===== src/rtl/intr_arb.sv =====
// Bus interrupt arbiter: request, deskew, select-ack, vector strobe, release.
// States IDLE -> REQ -> DESK -> SACK -> INTR -> REL; init_in_h aborts any state to IDLE.
module intr_arb #(
  parameter int NREQ   = 4,
  parameter int DESKEW = 2,
  parameter int TMO    = 255
) (
  input  logic              CLOCK,
  input  logic              RESET,
  input  logic [NREQ-1:0]   irq_in,
  input  logic [8*NREQ-1:0] vec_in,
  output logic [NREQ-1:0]   irq_ack,
  input  logic              init_in_h,
  input  logic              bg_in_h,
  input  logic              bbsy_in_h,
  input  logic              ssyn_in_h,
  output logic              br_out_h,
  output logic              sack_out_h,
  output logic              bbsy_out_h,
  output logic              intr_out_h,
  output logic              bg_out_h,
  output logic [15:0]       d_out_h,
  output logic              timeout_out
);

  localparam int IW = (NREQ > 1) ? $clog2(NREQ) : 1;
  localparam int DW = $clog2(DESKEW + 1) + 1;
  localparam int TW = $clog2(TMO + 1) + 1;

  localparam logic [DW-1:0] DESK_LAST = (DESKEW > 0) ? DW'(DESKEW - 1) : '0;
  localparam logic [TW-1:0] TMO_LAST  = (TMO > 0) ? TW'(TMO - 1) : '0;
  localparam logic [TW-1:0] TMO_SAT   = TW'(TMO);

  typedef enum logic [2:0] {
    ST_IDLE = 3'd0,
    ST_REQ  = 3'd1,
    ST_DESK = 3'd2,
    ST_SACK = 3'd3,
    ST_INTR = 3'd4,
    ST_REL  = 3'd5
  } state_t;

  state_t          r_state;
  logic [IW-1:0]   r_idx;
  logic [7:0]      r_vec;
  logic [DW-1:0]   r_dcnt;
  logic [TW-1:0]   r_tcnt;
  logic            r_br;
  logic            r_sack;
  logic            r_bbsy;
  logic            r_intr;
  logic [15:0]     r_d;
  logic [NREQ-1:0] r_ack;
  logic            r_tmo;

  logic            w_any;
  logic [IW-1:0]   w_win_idx;
  logic [7:0]      w_win_vec;
  logic [NREQ-1:0] w_ack_onehot;
  logic            w_bus_idle;
  logic            w_desk_done;
  logic            w_tmo_done;

  assign w_any       = |irq_in;
  assign w_bus_idle  = !bg_in_h && !bbsy_in_h && !ssyn_in_h;
  assign w_desk_done = (r_dcnt >= DESK_LAST);
  assign w_tmo_done  = (r_tcnt >= TMO_LAST);

  // Lowest set index wins; scanning downward leaves the smallest index last.
  always_comb begin
    w_win_idx = '0;
    w_win_vec = '0;
    for (int i = NREQ - 1; i >= 0; i--) begin
      if (irq_in[i]) begin
        w_win_idx = IW'(i);
        w_win_vec = vec_in[8*i +: 8];
      end
    end
  end

  always_comb begin
    w_ack_onehot = '0;
    for (int i = 0; i < NREQ; i++) begin
      w_ack_onehot[i] = (r_idx == IW'(i));
    end
  end

  always_ff @(posedge CLOCK or posedge RESET) begin
    if (RESET) begin
      r_state <= ST_IDLE;
      r_idx   <= '0;
      r_vec   <= '0;
      r_dcnt  <= '0;
      r_tcnt  <= '0;
      r_br    <= 1'b0;
      r_sack  <= 1'b0;
      r_bbsy  <= 1'b0;
      r_intr  <= 1'b0;
      r_d     <= '0;
      r_ack   <= '0;
      r_tmo   <= 1'b0;
    end else if (init_in_h) begin
      r_state <= ST_IDLE;
      r_idx   <= '0;
      r_vec   <= '0;
      r_dcnt  <= '0;
      r_tcnt  <= '0;
      r_br    <= 1'b0;
      r_sack  <= 1'b0;
      r_bbsy  <= 1'b0;
      r_intr  <= 1'b0;
      r_d     <= '0;
      r_ack   <= '0;
      r_tmo   <= 1'b0;
    end else begin
      r_ack <= '0;
      r_tmo <= 1'b0;
      case (r_state)
        ST_IDLE: begin
          // A grant already present belongs to a device further down the chain.
          if (w_any && !bg_in_h) begin
            r_state <= ST_REQ;
            r_br    <= 1'b1;
          end
        end
        ST_REQ: begin
          if (!w_any) begin
            r_state <= ST_IDLE;
            r_br    <= 1'b0;
          end else if (bg_in_h) begin
            r_state <= ST_DESK;
            r_idx   <= w_win_idx;
            r_vec   <= w_win_vec;
            r_dcnt  <= '0;
          end
        end
        ST_DESK: begin
          if (!bg_in_h) begin
            r_state <= ST_REQ;
            r_idx   <= '0;
            r_vec   <= '0;
            r_dcnt  <= '0;
          end else if (w_desk_done) begin
            r_state <= ST_SACK;
            r_br    <= 1'b0;
            r_sack  <= 1'b1;
            r_dcnt  <= r_dcnt + DW'(1);
          end else begin
            r_dcnt  <= r_dcnt + DW'(1);
          end
        end
        ST_SACK: begin
          if (w_bus_idle) begin
            r_state <= ST_INTR;
            r_sack  <= 1'b0;
            r_bbsy  <= 1'b1;
            r_intr  <= 1'b1;
            r_d     <= {8'h00, r_vec};
            r_tcnt  <= '0;
          end
        end
        ST_INTR: begin
          if (ssyn_in_h) begin
            r_state <= ST_REL;
            r_bbsy  <= 1'b0;
            r_intr  <= 1'b0;
            r_d     <= '0;
            r_ack   <= w_ack_onehot;
          end else if (w_tmo_done) begin
            r_state <= ST_REL;
            r_bbsy  <= 1'b0;
            r_intr  <= 1'b0;
            r_d     <= '0;
            r_tmo   <= 1'b1;
          end else if (r_tcnt < TMO_SAT) begin
            r_tcnt  <= r_tcnt + TW'(1);
          end
        end
        ST_REL: begin
          if (!ssyn_in_h) begin
            r_state <= ST_IDLE;
            r_idx   <= '0;
            r_vec   <= '0;
            r_dcnt  <= '0;
            r_tcnt  <= '0;
          end
        end
        default: begin
          r_state <= ST_IDLE;
          r_br    <= 1'b0;
          r_sack  <= 1'b0;
          r_bbsy  <= 1'b0;
          r_intr  <= 1'b0;
          r_d     <= '0;
        end
      endcase
    end
  end

  assign br_out_h    = r_br;
  assign sack_out_h  = r_sack;
  assign bbsy_out_h  = r_bbsy;
  assign intr_out_h  = r_intr;
  assign d_out_h     = r_d;
  assign irq_ack     = r_ack;
  assign timeout_out = r_tmo;
  assign bg_out_h    = (r_state == ST_IDLE) && bg_in_h;

endmodule


===== config.mk =====
export PLATFORM = sky130hd
export DESIGN_NAME = intr_arb
export DESIGN_NICKNAME = d
export VERILOG_FILES = /design/src/rtl/intr_arb.sv
export SDC_FILE = /design/constraint.sdc
export NUM_CORES = 1
export LEC_CHECK = 0
export ABC_AREA = 1
export ABC_CLOCK_PERIOD_IN_PS = 3350
export CORE_UTILIZATION = 30
export DETAILED_ROUTE_END_ITERATION = 8
export GPL_TIMING_DRIVEN = 0
export PLACE_DENSITY = 0.59
export SLEW_MARGIN = 30
export SYNTH_ARGS = -nofsm -noshare
export SYNTH_HDL_FRONTEND = slang
export SYNTH_SLANG_ARGS = --single-unit

===== constraint.sdc =====
create_clock -name CLOCK -period 3.35 [get_ports CLOCK]
set_input_delay 0.67 -clock CLOCK [delete_from_list [all_inputs] [get_ports CLOCK]]
set_output_delay 0.67 -clock CLOCK [all_outputs]
set_load 0.005 [all_outputs]

==> reports/metrics.cfg <==
[min_path]
min_path_type = flip-flop to flip-flop

[logic_synthesis]
synth-xor-area-share_pct = 2.048
synthTopCellsByArea = dfrtp_1 40%, nand2_1 19%, nand3_1 8.8%, inv_1 6.3%, nor2_1 6.0%
yosysWarnings = 0
synth_edf_count = 0
synth_cells = 374
synth_top_area_share_pct = 39.98
async_flop_share_pct = 100.0
synth-compound-area-share_pct = 6.680
synth-adder-area-share_pct = 1.950
synth_top_family_by_area = simple AND/OR/NAND/NOR gates
yosys_register_bits = 41
yosysTopAreaCell = dfrtp_1
synth.avg_cell_area_um2 = 6.862
yosysUniqueCellTypes = 31
synth_seq_area_share_pct = 39.98
synth_ff_type = dfrtp_1
muxShareOfSynthArea_pct = 0
synth-simple-area-share_pct = 38.52
synth_area_mm2 = 0.002566

[global_routing]
grt_overflow = 0
grt_max_degree = 23
grt.total_usage_pct = 14.52
grt_pass1_vias = 2317
grt_pass1_wl_mm = 10.27
grt_antenna_before_repair = 0

[clock_tree]
cts_root_buf = clkbuf_8
cts.clk_slew.worst_paths_ps = 90
numCtsBuffers = 5
clock_latency_ps = 310
clock_tree.buffer_depth = 2
cts_tree = built
ctsHoldBuffers = 0
postCtsSetupRepairBufs = 0
clock-sinks = 41
htree_levels = 2
cts_resized = 0

[pwr]
pwr-share-comb_pct = 35.3
p_int_mw = 0.9443
peakVddDrop_mv = 0.1569
leakage_nw = 1.742
power_density_mw_per_mm2 = 446.6
seq_power_share_pct = 41.8
power_frac_clock_pct = 22.9
sw_frac_of_total_pct = 38.28
switchingPower_mw = 0.5858

[sta]
rsz0062_at_grt = no
hold_violations = 0
setup_tns_ps = 0
finalSetupViolCount = 0
final.setup_skew_ps = 7.580
fin_crit_sh_pct = 80.67
tightest_slew_ps = 777.4
timing.fmax_ghz = 0.3701
drv_slew = 0
slew_headroom_pct = 47.95
period_needed_ps = 2702

[routing]
drtAntennaViolNets = 0
vias = 2451
drt_iter0_drc = 119
wl_mm = 5.935
wl_per_cell_um = 10.73
drc = 0
vias_per_cell = 4.432
drt_first_pass_iters = 4

[placement]
postPlaceCellArea_mm2 = 0.003332
gp_congestion = 0.8504
dp_hpwl_mm = 4.682
port_buffers = 58

[setup_path]
crit_path_start_kind = input port
crit_type = input port to output pin
cp.arrival_ps = 2030
cp-end-kind = output pin
required_ps = 2680
crit_fanout = 6

[cells_and_area]
fillCellCount = 858
layout_commonest_cell = nand2_1
fin_util_pct = 41.48
area_delta_synth_final_pct = 33.50
nNetsFinal = 493
diodes = 0
final_area_mm2 = 0.003426
layout_common_cells = 127 x nand2_1, 58 x clkdlybuf4s50_1, 45 x nand3_1, 42 x inv_1
final_layout_size_suffix_gt1_share_pct = 6.920

[flow_run]
cap_violations = 0

[floorplanning]
rows = 33
die_h_um = 94.49
start_util_pct = 31.08
pin_count = 68
core-area_mm2 = 0.008258
die_x_um = 94.49
die-area_mm2 = 0.008928

[outcome]
outcome = complete, no violations

==> logic make-up (layout without fill, tap and decap cells) <==
family                   Yosys count  in the layout
AND/OR/NAND/NOR                  230            230
buffers and inverters             61            128
flip-flops                        41             41
AO/OA/AOI/OAI                     31             31
XOR/XNOR                           6              6
adder cells (fa/ha/maj)            4              4
other                              1              8
==> sequential cells by signal (all words and copies together), names as in the netlist <==
signal,flops
r_tcnt,9
d_out_h,8
r_vec,8
irq_ack,4
r_dcnt,3
r_state,3
r_idx,2
br_out_h,1
intr_out_h,1
sack_out_h,1
timeout_out,1
==> stage by stage <==
| stage | power (mW) | hold slack [ps] | std cells | setup slack, ps |
|---|---|---|---|---|
| floorplan | 0.9985 | 449.9 | 381 | 1624 |
| global placement | 1.188 | 468.5 | 544 | 618.9 |
| detailed placement | 1.193 | 471.1 | 545 | 639.3 |
| CTS | 1.556 | 491.4 | 553 | 637.0 |
| global route | 1.663 | 509.4 | 553 | 603.7 |
| finish | 1.530 | 486.3 | 553 | 647.7 |
==> cell type report <==
type / instances / area (µm²) / area share, %
plain buffers: 16 / 105.1 / 3.068
clock buffers: 5 / 68.82 / 2.009
clock inverters: 3 / 25.02 / 0.7305
inverters: 45 / 168.9 / 4.931
multi-input cells: 279 / 1292 / 37.73
flip-flops and latches: 41 / 1026 / 29.95
well taps: 105 / 131.4 / 3.835
repair buffers: 59 / 608.1 / 17.75
==> final timing paths <==
| kind | slack [ps] | from | endpoint | depth (start not counted) |
|---|---|---|---|---|
| setup / recovery | 650 | bg_in_h | bg_out_h | 4 |
| hold / removal | 490 | r_idx[1] | irq_ack[0] | 1 |
| setup reg to reg | 1620 | r_state[1] | r_tcnt[0] | 9 |
| hold reg to reg | 490 | r_idx[1] | irq_ack[0] | 1 |
| max in group asynchronous | 2180 | RESET | r_vec[4] | 3 |
| min in group asynchronous | 700 | RESET | r_tcnt[8] | 2 |
==> per-layer routing <==
metal | routed length, µm | part of all wire [%] | track usage [%]
met3 | 259 | 4.4 | 3.704
met2 | 2766 | 47 | 25.00
met5 | 0 | 0 | 0
met4 | 81 | 1.4 | 4.293
met1 | 2828 | 48 | 17.82
==> worst max-delay path, cell delays in order <==
cell	delay, ps
clkdlybuf4s50_1	610
inv_1	120
nor2_1	120
clkdlybuf4s50_1	500
==> cells in the mapped netlist (2+ instances only) <==
master and n:
buf_2 3, buf_4 9, clkbuf_1 3, dfrtp_1 41, ha_1 4, inv_1 43, nand2_1 127, nand3_1 45
nand3b_1 2, nand4_1 3, nor2_1 41, nor2_2 2, nor4_1 4, o21ai_0 19, o22ai_1 8, xnor2_1 2
xor2_1 4
==> power groups by stage <==
stage,registers (mW),clock network [mW],logic [mW]
2_1_floorplan,0.632,0,0.366
3_3_place_gp,0.648,0,0.541
3_5_place_dp,0.648,0,0.546
4_1_cts,0.639,0.370,0.547
5_1_grt,0.650,0.390,0.622
6_report,0.639,0.351,0.540
Note: power is estimated with default switching activity, not from simulation.
